[src/rtl/jtag_bridge_pkg.sv]
// Shared types and constants for the JTAG USER1 data-register to bus bridge.
package jtag_bridge_pkg;

    localparam int JTAG_ADDR_WIDTH = 32;
    localparam int JTAG_DATA_WIDTH = 32;
    localparam int JTAG_REQ_BITS   = 1 + JTAG_ADDR_WIDTH + JTAG_DATA_WIDTH;

    // Read data returned when a read request times out with no slave response.
    localparam logic [JTAG_DATA_WIDTH-1:0] TIMEOUT_RDATA = 32'hDEAD_BEEF;

    typedef struct packed {
        logic                       we;
        logic [JTAG_ADDR_WIDTH-1:0] addr;
        logic [JTAG_DATA_WIDTH-1:0] data;
    } jtag_request_t;

    typedef enum logic {
        ST_IDLE = 1'b0,
        ST_REQ  = 1'b1
    } bridge_state_t;

endpackage

[src/rtl/jtag_input_sync.sv]
// Multi-stage synchroniser for the BSCAN outputs, plus a one-clk strobe on each
// rising edge of the synchronised TCK.
module jtag_input_sync #(
    parameter int STAGES = 2,
    parameter int WIDTH  = 5
) (
    input  logic             clk,
    input  logic             reset,
    input  logic             tck,
    input  logic [WIDTH-1:0] data,
    output logic [WIDTH-1:0] data_sync,
    output logic             tck_rise
);

    // TCK travels in bit 0 so every JTAG input sees exactly the same latency.
    logic [WIDTH:0] stage [STAGES];
    logic           tck_d;

    // NOTE: every flop here uses <= so the chain shifts one stage per clk; a
    // blocking assignment would collapse the stages into a single flop.
    always_ff @(posedge clk) begin
        if (reset) begin
            for (int i = 0; i < STAGES; i++) stage[i] <= '0;
            tck_d <= 1'b0;
        end else begin
            stage[0] <= {data, tck};
            for (int i = 1; i < STAGES; i++) stage[i] <= stage[i-1];
            tck_d <= stage[STAGES-1][0];
        end
    end

    assign data_sync = stage[STAGES-1][WIDTH:1];
    assign tck_rise  = stage[STAGES-1][0] & ~tck_d;

endmodule

[src/rtl/jtag_dr_bus_bridge.sv]
// JTAG USER1 DR responder: shifts in {we, addr, data}, runs one bus transaction
// per Update-DR on clk, and returns {err|busy, last_addr, rdata} on Capture-DR.
module jtag_dr_bus_bridge
    import jtag_bridge_pkg::*;
#(
    parameter int ADDR_WIDTH     = 32,
    parameter int DATA_WIDTH     = 32,
    parameter int SYNC_STAGES    = 2,
    parameter int TIMEOUT_CYCLES = 1024
) (
    input  logic                  clk,
    input  logic                  reset,
    input  logic                  jtag_tck,
    input  logic                  jtag_tdi,
    input  logic                  jtag_sel,
    input  logic                  jtag_capture,
    input  logic                  jtag_shift,
    input  logic                  jtag_update,
    output logic                  jtag_tdo,
    output logic                  bus_req,
    output logic                  bus_we,
    output logic [ADDR_WIDTH-1:0] bus_addr,
    output logic [DATA_WIDTH-1:0] bus_wdata,
    input  logic                  bus_ack,
    input  logic [DATA_WIDTH-1:0] bus_rdata,
    output logic                  busy,
    output logic                  err
);

    localparam int SR_W  = 1 + ADDR_WIDTH + DATA_WIDTH;
    localparam int CNT_W = $clog2(TIMEOUT_CYCLES + 1);

    logic [4:0] sync_q;
    logic       tck_rise;

    jtag_input_sync #(
        .STAGES (SYNC_STAGES),
        .WIDTH  (5)
    ) u_sync (
        .clk       (clk),
        .reset     (reset),
        .tck       (jtag_tck),
        .data      ({jtag_update, jtag_shift, jtag_capture, jtag_sel, jtag_tdi}),
        .data_sync (sync_q),
        .tck_rise  (tck_rise)
    );

    logic s_tdi, s_capture, s_shift, s_update, tap_act;
    assign s_tdi     = sync_q[0];
    assign s_capture = sync_q[2];
    assign s_shift   = sync_q[3];
    assign s_update  = sync_q[4];
    assign tap_act   = tck_rise & sync_q[1];

    logic [SR_W-1:0]       sr;
    logic [DATA_WIDTH-1:0] rdata_q;
    logic [ADDR_WIDTH-1:0] last_addr;
    logic [CNT_W-1:0]      timeout_cnt;
    bridge_state_t         state;
    logic                  timeout_hit;

    assign busy        = (state == ST_REQ);
    assign bus_req     = busy;
    assign jtag_tdo    = sr[0];
    assign timeout_hit = (timeout_cnt == CNT_W'(TIMEOUT_CYCLES - 1));

    always_ff @(posedge clk) begin
        if (reset) begin
            sr          <= '0;
            rdata_q     <= '0;
            last_addr   <= '0;
            timeout_cnt <= '0;
            bus_we      <= 1'b0;
            bus_addr    <= '0;
            bus_wdata   <= '0;
            err         <= 1'b0;
            state       <= ST_IDLE;
        end else begin
            if (tap_act && s_shift)
                sr <= {s_tdi, sr[SR_W-1:1]};
            else if (tap_act && s_capture)
                sr <= {err | busy, last_addr, rdata_q};

            case (state)
                ST_IDLE: begin
                    timeout_cnt <= '0;
                    if (tap_act && s_update) begin
                        bus_we    <= sr[SR_W-1];
                        bus_addr  <= sr[SR_W-2 -: ADDR_WIDTH];
                        bus_wdata <= sr[DATA_WIDTH-1:0];
                        last_addr <= sr[SR_W-2 -: ADDR_WIDTH];
                        err       <= 1'b0;
                        state     <= ST_REQ;
                    end
                end
                ST_REQ: begin
                    // A second update while outstanding is dropped and flagged.
                    if (tap_act && s_update) err <= 1'b1;
                    if (bus_ack) begin
                        if (!bus_we) rdata_q <= bus_rdata;
                        state <= ST_IDLE;
                    end else if (timeout_hit) begin
                        err <= 1'b1;
                        if (!bus_we) rdata_q <= DATA_WIDTH'(TIMEOUT_RDATA);
                        state <= ST_IDLE;
                    end else begin
                        timeout_cnt <= timeout_cnt + 1'b1;
                    end
                end
                default: state <= ST_IDLE;
            endcase
        end
    end

endmodule

[config.mk]
export PLATFORM = sky130hd
export DESIGN_NAME = jtag_dr_bus_bridge
export DESIGN_NICKNAME = d
export VERILOG_FILES = /design/src/rtl/jtag_bridge_pkg.sv /design/src/rtl/jtag_input_sync.sv /design/src/rtl/jtag_dr_bus_bridge.sv
export SDC_FILE = /design/constraint.sdc
export NUM_CORES = 1
export LEC_CHECK = 0
export ABC_AREA = 0
export CORE_MARGIN = 2
export CORE_UTILIZATION = 35
export CTS_BUF_LIST = sky130_fd_sc_hd__clkbuf_8
export DETAILED_ROUTE_END_ITERATION = 7
export GPL_ROUTABILITY_DRIVEN = 0
export PLACE_DENSITY = 0.62
export RECOVER_POWER = 100
export SYNTH_ARGS = -nofsm -noshare
export SYNTH_HDL_FRONTEND = slang
export SYNTH_SLANG_ARGS = --single-unit
[constraint.sdc]
create_clock -name clk -period 1.6 [get_ports clk]
set_input_delay 0.16 -clock clk [delete_from_list [all_inputs] [get_ports clk]]
set_output_delay 0.16 -clock clk [all_outputs]
set_load 0.03 [all_outputs]
Word-level counts from Yosys, hierarchy flattened
Memory sizes are Yosys's and may differ from the RTL's.
Index checks and enable logic that the tools add are counted.
{"block": "op_classes", "add_sub_neg": 1, "reduce_logical": 8, "eq_ne": 6, "muxes": 23, "bitwise_logic": 7}
{"cell": "65-bit 2-to-1 mux", "count": 2}
{"cell": "32-bit 2-to-1 mux", "count": 4}
{"cell": "11-bit 2-to-1 mux", "count": 2}
{"cell": "11-bit one-hot mux with 2 select lines", "count": 1}
{"cell": "6-bit 2-to-1 mux", "count": 2}
{"cell": "11-bit by 1-bit adder with 11-bit output, second input constant", "count": 1}
{"cell": "11-bit by 10-bit == test with 1-bit output, second input constant", "count": 1}
{"cell": "1-bit 2-to-1 mux", "count": 10}
{"cell": "2-bit != test, second input constant", "count": 5}
{"cell": "1-bit one-hot mux with 2 select lines", "count": 2}
{"cell": "2-bit AND reduction", "count": 2}
{"cell": "4-bit AND reduction", "count": 1}
{"cell": "2-bit nonzero test", "count": 2}
{"cell": "1-bit logical AND", "count": 3}
{"cell": "1-bit OR", "count": 3}
{"cell": "1-bit bitwise AND", "count": 2}
{"cell": "1-bit NOT", "count": 2}
{"block": "word_totals", "ff_bits": 176, "elab_cells": 55, "input_bits": 41, "mem_count": 1, "ramBits": 12}
{"name": "u_sync.stage", "depth": 2, "word_bits": 6, "rd": 2, "rd_clocked_by_memory_dff": 0, "write_ports": 2, "line_no": "jtag_input_sync.sv:16", "source": "logic [WIDTH:0] stage [STAGES];"}

Logic depth before layout (Yosys ltp)
{"block": "depth", "ltp_word": 8, "ltp_mapped": 6, "ltp_nobuf": 4}

Hierarchy
Synthesis repeated with hierarchy kept, for this count alone.
{"block": "unflattened", "hier_cells": 715, "hier_area_um2": 6784.0}
{"module": "jtag_dr_bus_bridge", "seq_area_each_um2": 3503.4, "cells_each": 682, "area_each_um2": 6344.8, "instances": 1}
{"module": "jtag_input_sync", "seq_area_each_um2": 260.2, "cells_each": 33, "area_each_um2": 439.2, "instances": 1}

Least setup slack after synthesis
Ideal clock, no wire load.
{"block": "synth_path", "kind": "register -> register", "start": "reg state, in the netlist bus_req", "end": "reg rdata_q[10]", "setup_slack_ns": 0.010, "n_path_buf": 3, "path_stages_with_launch": 7, "arrival_ns": 1.468, "t_required_ns": 1.478, "path_cell_list": "dfxtp_1 -> buf_2 -> buf_4 -> nand3b_1 -> buf_2 -> o221ai_1 -> a21oi_2"}
{"block": "synth_between", "elab_chain_len": 1}
{"item": "start: declaration", "line_no": "jtag_dr_bus_bridge.sv:59", "source": "bridge_state_t state;"}
{"item": "start signal: assignment", "line_no": "jtag_dr_bus_bridge.sv:77", "source": "state <= ST_IDLE;"}
{"item": "start signal: assignment", "line_no": "jtag_dr_bus_bridge.sv:93", "source": "state <= ST_REQ;"}
{"item": "start signal: assignment", "line_no": "jtag_dr_bus_bridge.sv:101", "source": "state <= ST_IDLE;"}
{"item": "4-bit AND reduction (no line)"}
{"item": "end signal: assignment", "line_no": "jtag_dr_bus_bridge.sv:100", "source": "if (!bus_we) rdata_q <= bus_rdata;"}
{"item": "end signal: assignment", "line_no": "jtag_dr_bus_bridge.sv:104", "source": "if (!bus_we) rdata_q <= DATA_WIDTH'(TIMEOUT_RDATA);"}
{"item": "end: declaration", "line_no": "jtag_dr_bus_bridge.sv:56", "source": "logic [DATA_WIDTH-1:0] rdata_q;"}
No other way between the ends.
A chain may end at the register's enable or synchronous reset.

Worst setup path after layout
{"block": "layout_path", "start": "reg timeout_cnt[0]", "end": "reg state, in the netlist bus_req"}
{"block": "layout_between", "elab_chain_len": 4}
{"item": "start: declaration", "line_no": "jtag_dr_bus_bridge.sv:58", "source": "logic [CNT_W-1:0] timeout_cnt;"}
{"item": "start signal: assignment", "line_no": "jtag_dr_bus_bridge.sv:107", "source": "timeout_cnt <= timeout_cnt + 1'b1;"}
{"item": "11-bit by 10-bit == test with 1-bit output", "line_no": "jtag_dr_bus_bridge.sv:65", "source": "assign timeout_hit = (timeout_cnt == CNT_W'(TIMEOUT_CYCLES - 1));"}
{"item": "1-bit 2-to-1 mux", "line_no": "jtag_dr_bus_bridge.sv:102", "source": "end else if (timeout_hit) begin"}
{"item": "1-bit 2-to-1 mux", "line_no": "jtag_dr_bus_bridge.sv:99", "source": "if (bus_ack) begin"}
{"item": "1-bit one-hot mux with 2 select lines", "line_no": "jtag_dr_bus_bridge.sv:84", "source": "case (state)"}
{"item": "end signal: assignment", "line_no": "jtag_dr_bus_bridge.sv:101"}
{"item": "end signal: assignment", "line_no": "jtag_dr_bus_bridge.sv:105", "source": "state <= ST_IDLE;"}
{"item": "end signal: assignment", "line_no": "jtag_dr_bus_bridge.sv:110", "source": "default: state <= ST_IDLE;"}
No other way between the ends.

==> flow_summary.yaml <==
global_routing:
  overflow: 0
  grt_max_degree: 121
  grt_pass1_wl_um: 36100
  grt_util_all_layers_pct: 18.4
  antenna_found_initial: 0
  grt_pass1_vias: 6796
timing:
  setup_violations: 0
  rsz0062_at_grt: "false"
  worst_slew_pin_slew_ps: 576
  drv_slew: 0
  final-hold-violation-count: 0
  max_freq_ghz: 0.670
  layout_worst_path_cycle_share_pct: 93.3
  fin_crit_ps: 1490
  slew_headroom_pct: 61.6
  skew_ps: 13.3
run:
  cap_violations: 0
floorplan:
  num_rows: 55
  coreArea_mm2: 0.0226
  die_x_um: 156
  io_pins: 110
  dieArea_mm2: 0.0244
  die_y_um: 156
  start_util_pct: 35.8
critical_path:
  cp-start-kind: "flop"
  rr_startpoint: "timeout_cnt[0]$_SDFFE_PP0P_"
  arrival_ps: 1860
  critical_path.max_fanout: 5
  worstRegToRegCells: 5
  regToRegEndpoint: "bus_req$_SDFF_PP0_"
  endpoint_kind: "flop"
  ff2ff_setup_slack_ps: 110
  path_class: "reg2reg"
  crit_required_ps: 1970
logic_synthesis:
  ys.flop_type: "dfxtp_1"
  synth_area_per_cell_um2: 8.77
  synth_top_area_share_pct: 46.5
  synth_area_mm2: 0.00810
  syn_nets: 965
  synth_cell_type_count: 51
  synth_top_area_cell: "dfxtp_1"
  yosysWarnings: 0
  yosysSeqAreaShare_pct: 46.5
  synth.area.top_cells: "dfxtp_1, a22o_1, a221oi_1, a21oi_1, inv_1"
  syn_inst: 923
  synth_edf_count: 0
  ys_seq_elements: 188
  ys_async_sr_fraction_pct: 0
detailed_routing:
  wire_per_inst_um: 17.2
  drt_wl_total_um: 22200
  drt_iter0_markers: 586
  first_pass_iters: 5
  vias: 7132
  drc: 0
  vias_per_cell: 5.54
  drtAntennaViolNets: 0
power:
  ir_drop_uv: 402
  power.leakage_nw: 3.54
  power_density_mw_per_mm2: 886
  p_total_mw: 8.67
final_layout:
  layout_common_cells: "dfxtp_1, a21oi_1, inv_1"
  utilization_pct: 43.2
  drive_above_1_share_pct: 8.47
  fin_area_mm2: 0.00978
  mostFrequentLayoutCell: "dfxtp_1"
  diodes: 0
  nets: 1032
  area_growth_pct: 20.8
min_path:
  hp-class: "in2reg"
  min_from: "reset"
  holdPathStages: 3
  whs_endpoint: "err$_SDFFE_PP0P_"
clocking:
  clkSinkCount: 188
  cts_tree: "built"
  clk_pin_slew_ps: 90
  ctsHoldBuffers: 0
  cts-buffers-inserted: 17
  htree_levels: 4
  clockBufferDepth: 2
  worst_skew_pair.late_latency_ps: 470
  cts_root_buf: "clkbuf_8"
placed_design:
  dp_hpwl_um: 13800
  io_buffers: 109
  postPlaceCellArea_mm2: 0.00952
outcome:
  outcome: "complete, no violations"
==> final cells by class <==
cell class | count | area (µm²)
Fill cell | 2323 | 12900
Tap cell | 285 | 357
Clock buffer | 18 | 248
Sequential cell | 188 | 3770
Timing Repair Buffer | 145 | 1390
Clock inverter | 14 | 193
Multi-Input combinational cell | 545 | 3470
Inverter | 93 | 349
==> power breakdown <==
part           internal [mW]  switching, mW  leakage (nW)
Combinational          0.224          0.246          1.80
Clock                   1.75           1.74         0.226
Sequential              4.69         0.0107          1.52
==> worst max-delay path: stages, from the launching register on <==
cell      delay [ps]
dfxtp_1          410
ha_2             250
nand2b_2          70
o31a_1           350
clkbuf_1         160
a21o_1           160
==> cell usage after synthesis, types with 8 or more instances <==
library cell / count
dfxtp_1: 188
inv_1: 92
a21oi_1: 80
nand3_1: 68
nor2_1: 65
a22o_1: 64
a221oi_1: 63
o21ai_0: 56
clkbuf_1: 46
buf_2: 30
o221ai_1: 24
a21oi_2: 20
buf_1: 16
nor2b_1: 16
o21ai_1: 12
nand2_1: 9
a22oi_1: 8
o311ai_0: 8
==> kinds of logic after synthesis <==
family                     count (synthesis)  synth area share (%)
and+or+nand+nor                          186                  11.6
AOI/OAI and AO/OA                        352                  31.2
adders and majority gates                  1                 0.155
buffers and inverters                    190                  9.86
DFF                                      188                  46.5
muxes                                      6                 0.742
==> registers in the layout, indices dropped and copies added, names as in the netlist <==
register,cells
bus_wdata,32
bus_we,1
last_addr,32
u_sync.tck_d,1
err,1
bus_req,1
u_sync.stage,12
rdata_q,32
timeout_cnt,11
sr,65
==> what timing repair did <==
action                                 in CTS  in global routing
endpoints found under the hold margin       0                  0
resized for setup                          68                  2
buffers inserted                            1                  0
setup endpoints to repair                  68                 10
==> routing by layer <==
layer  vias to the layer above  GRT usage [%]  wire, µm
met5                         -              0         0
met4                         0           4.72       306
met3                        24           3.67      1310
met2                       213           28.3      9880
met1                      3408           26.3     10700
li1                       3487              -         -
==> worst max path at each step <==
stage,start,to
floorplan,bus_req$_SDFF_PP0_,rdata_q[10]$_SDFFE_PP0P_
global placement,bus_ack,err$_SDFFE_PP0P_
detailed placement,bus_ack,err$_SDFFE_PP0P_
CTS,bus_req$_SDFF_PP0_,bus_req
global route,u_sync.stage[0][6]$_SDFF_PP0_,sr[20]$_SDFFE_PP0P_
finish,timeout_cnt[0]$_SDFFE_PP0P_,bus_req$_SDFF_PP0_
==> per-stage QoR <==
step | hold slack (ps) | instances | TNS [ps] | worst slack (ps)
3_5_place_dp | 420 | 1256 | -22.1 | -13.3
6_report | 116 | 1288 | 0 | 107
5_1_grt | 131 | 1288 | 0 | 1.05
4_1_cts | 45.8 | 1289 | 0 | 36.8
3_3_place_gp | 427 | 1256 | -72.1 | -36.2
2_1_floorplan | 288 | 923 | 0 | 10.0
No activity file was read; power rests on OpenSTA's default activity.
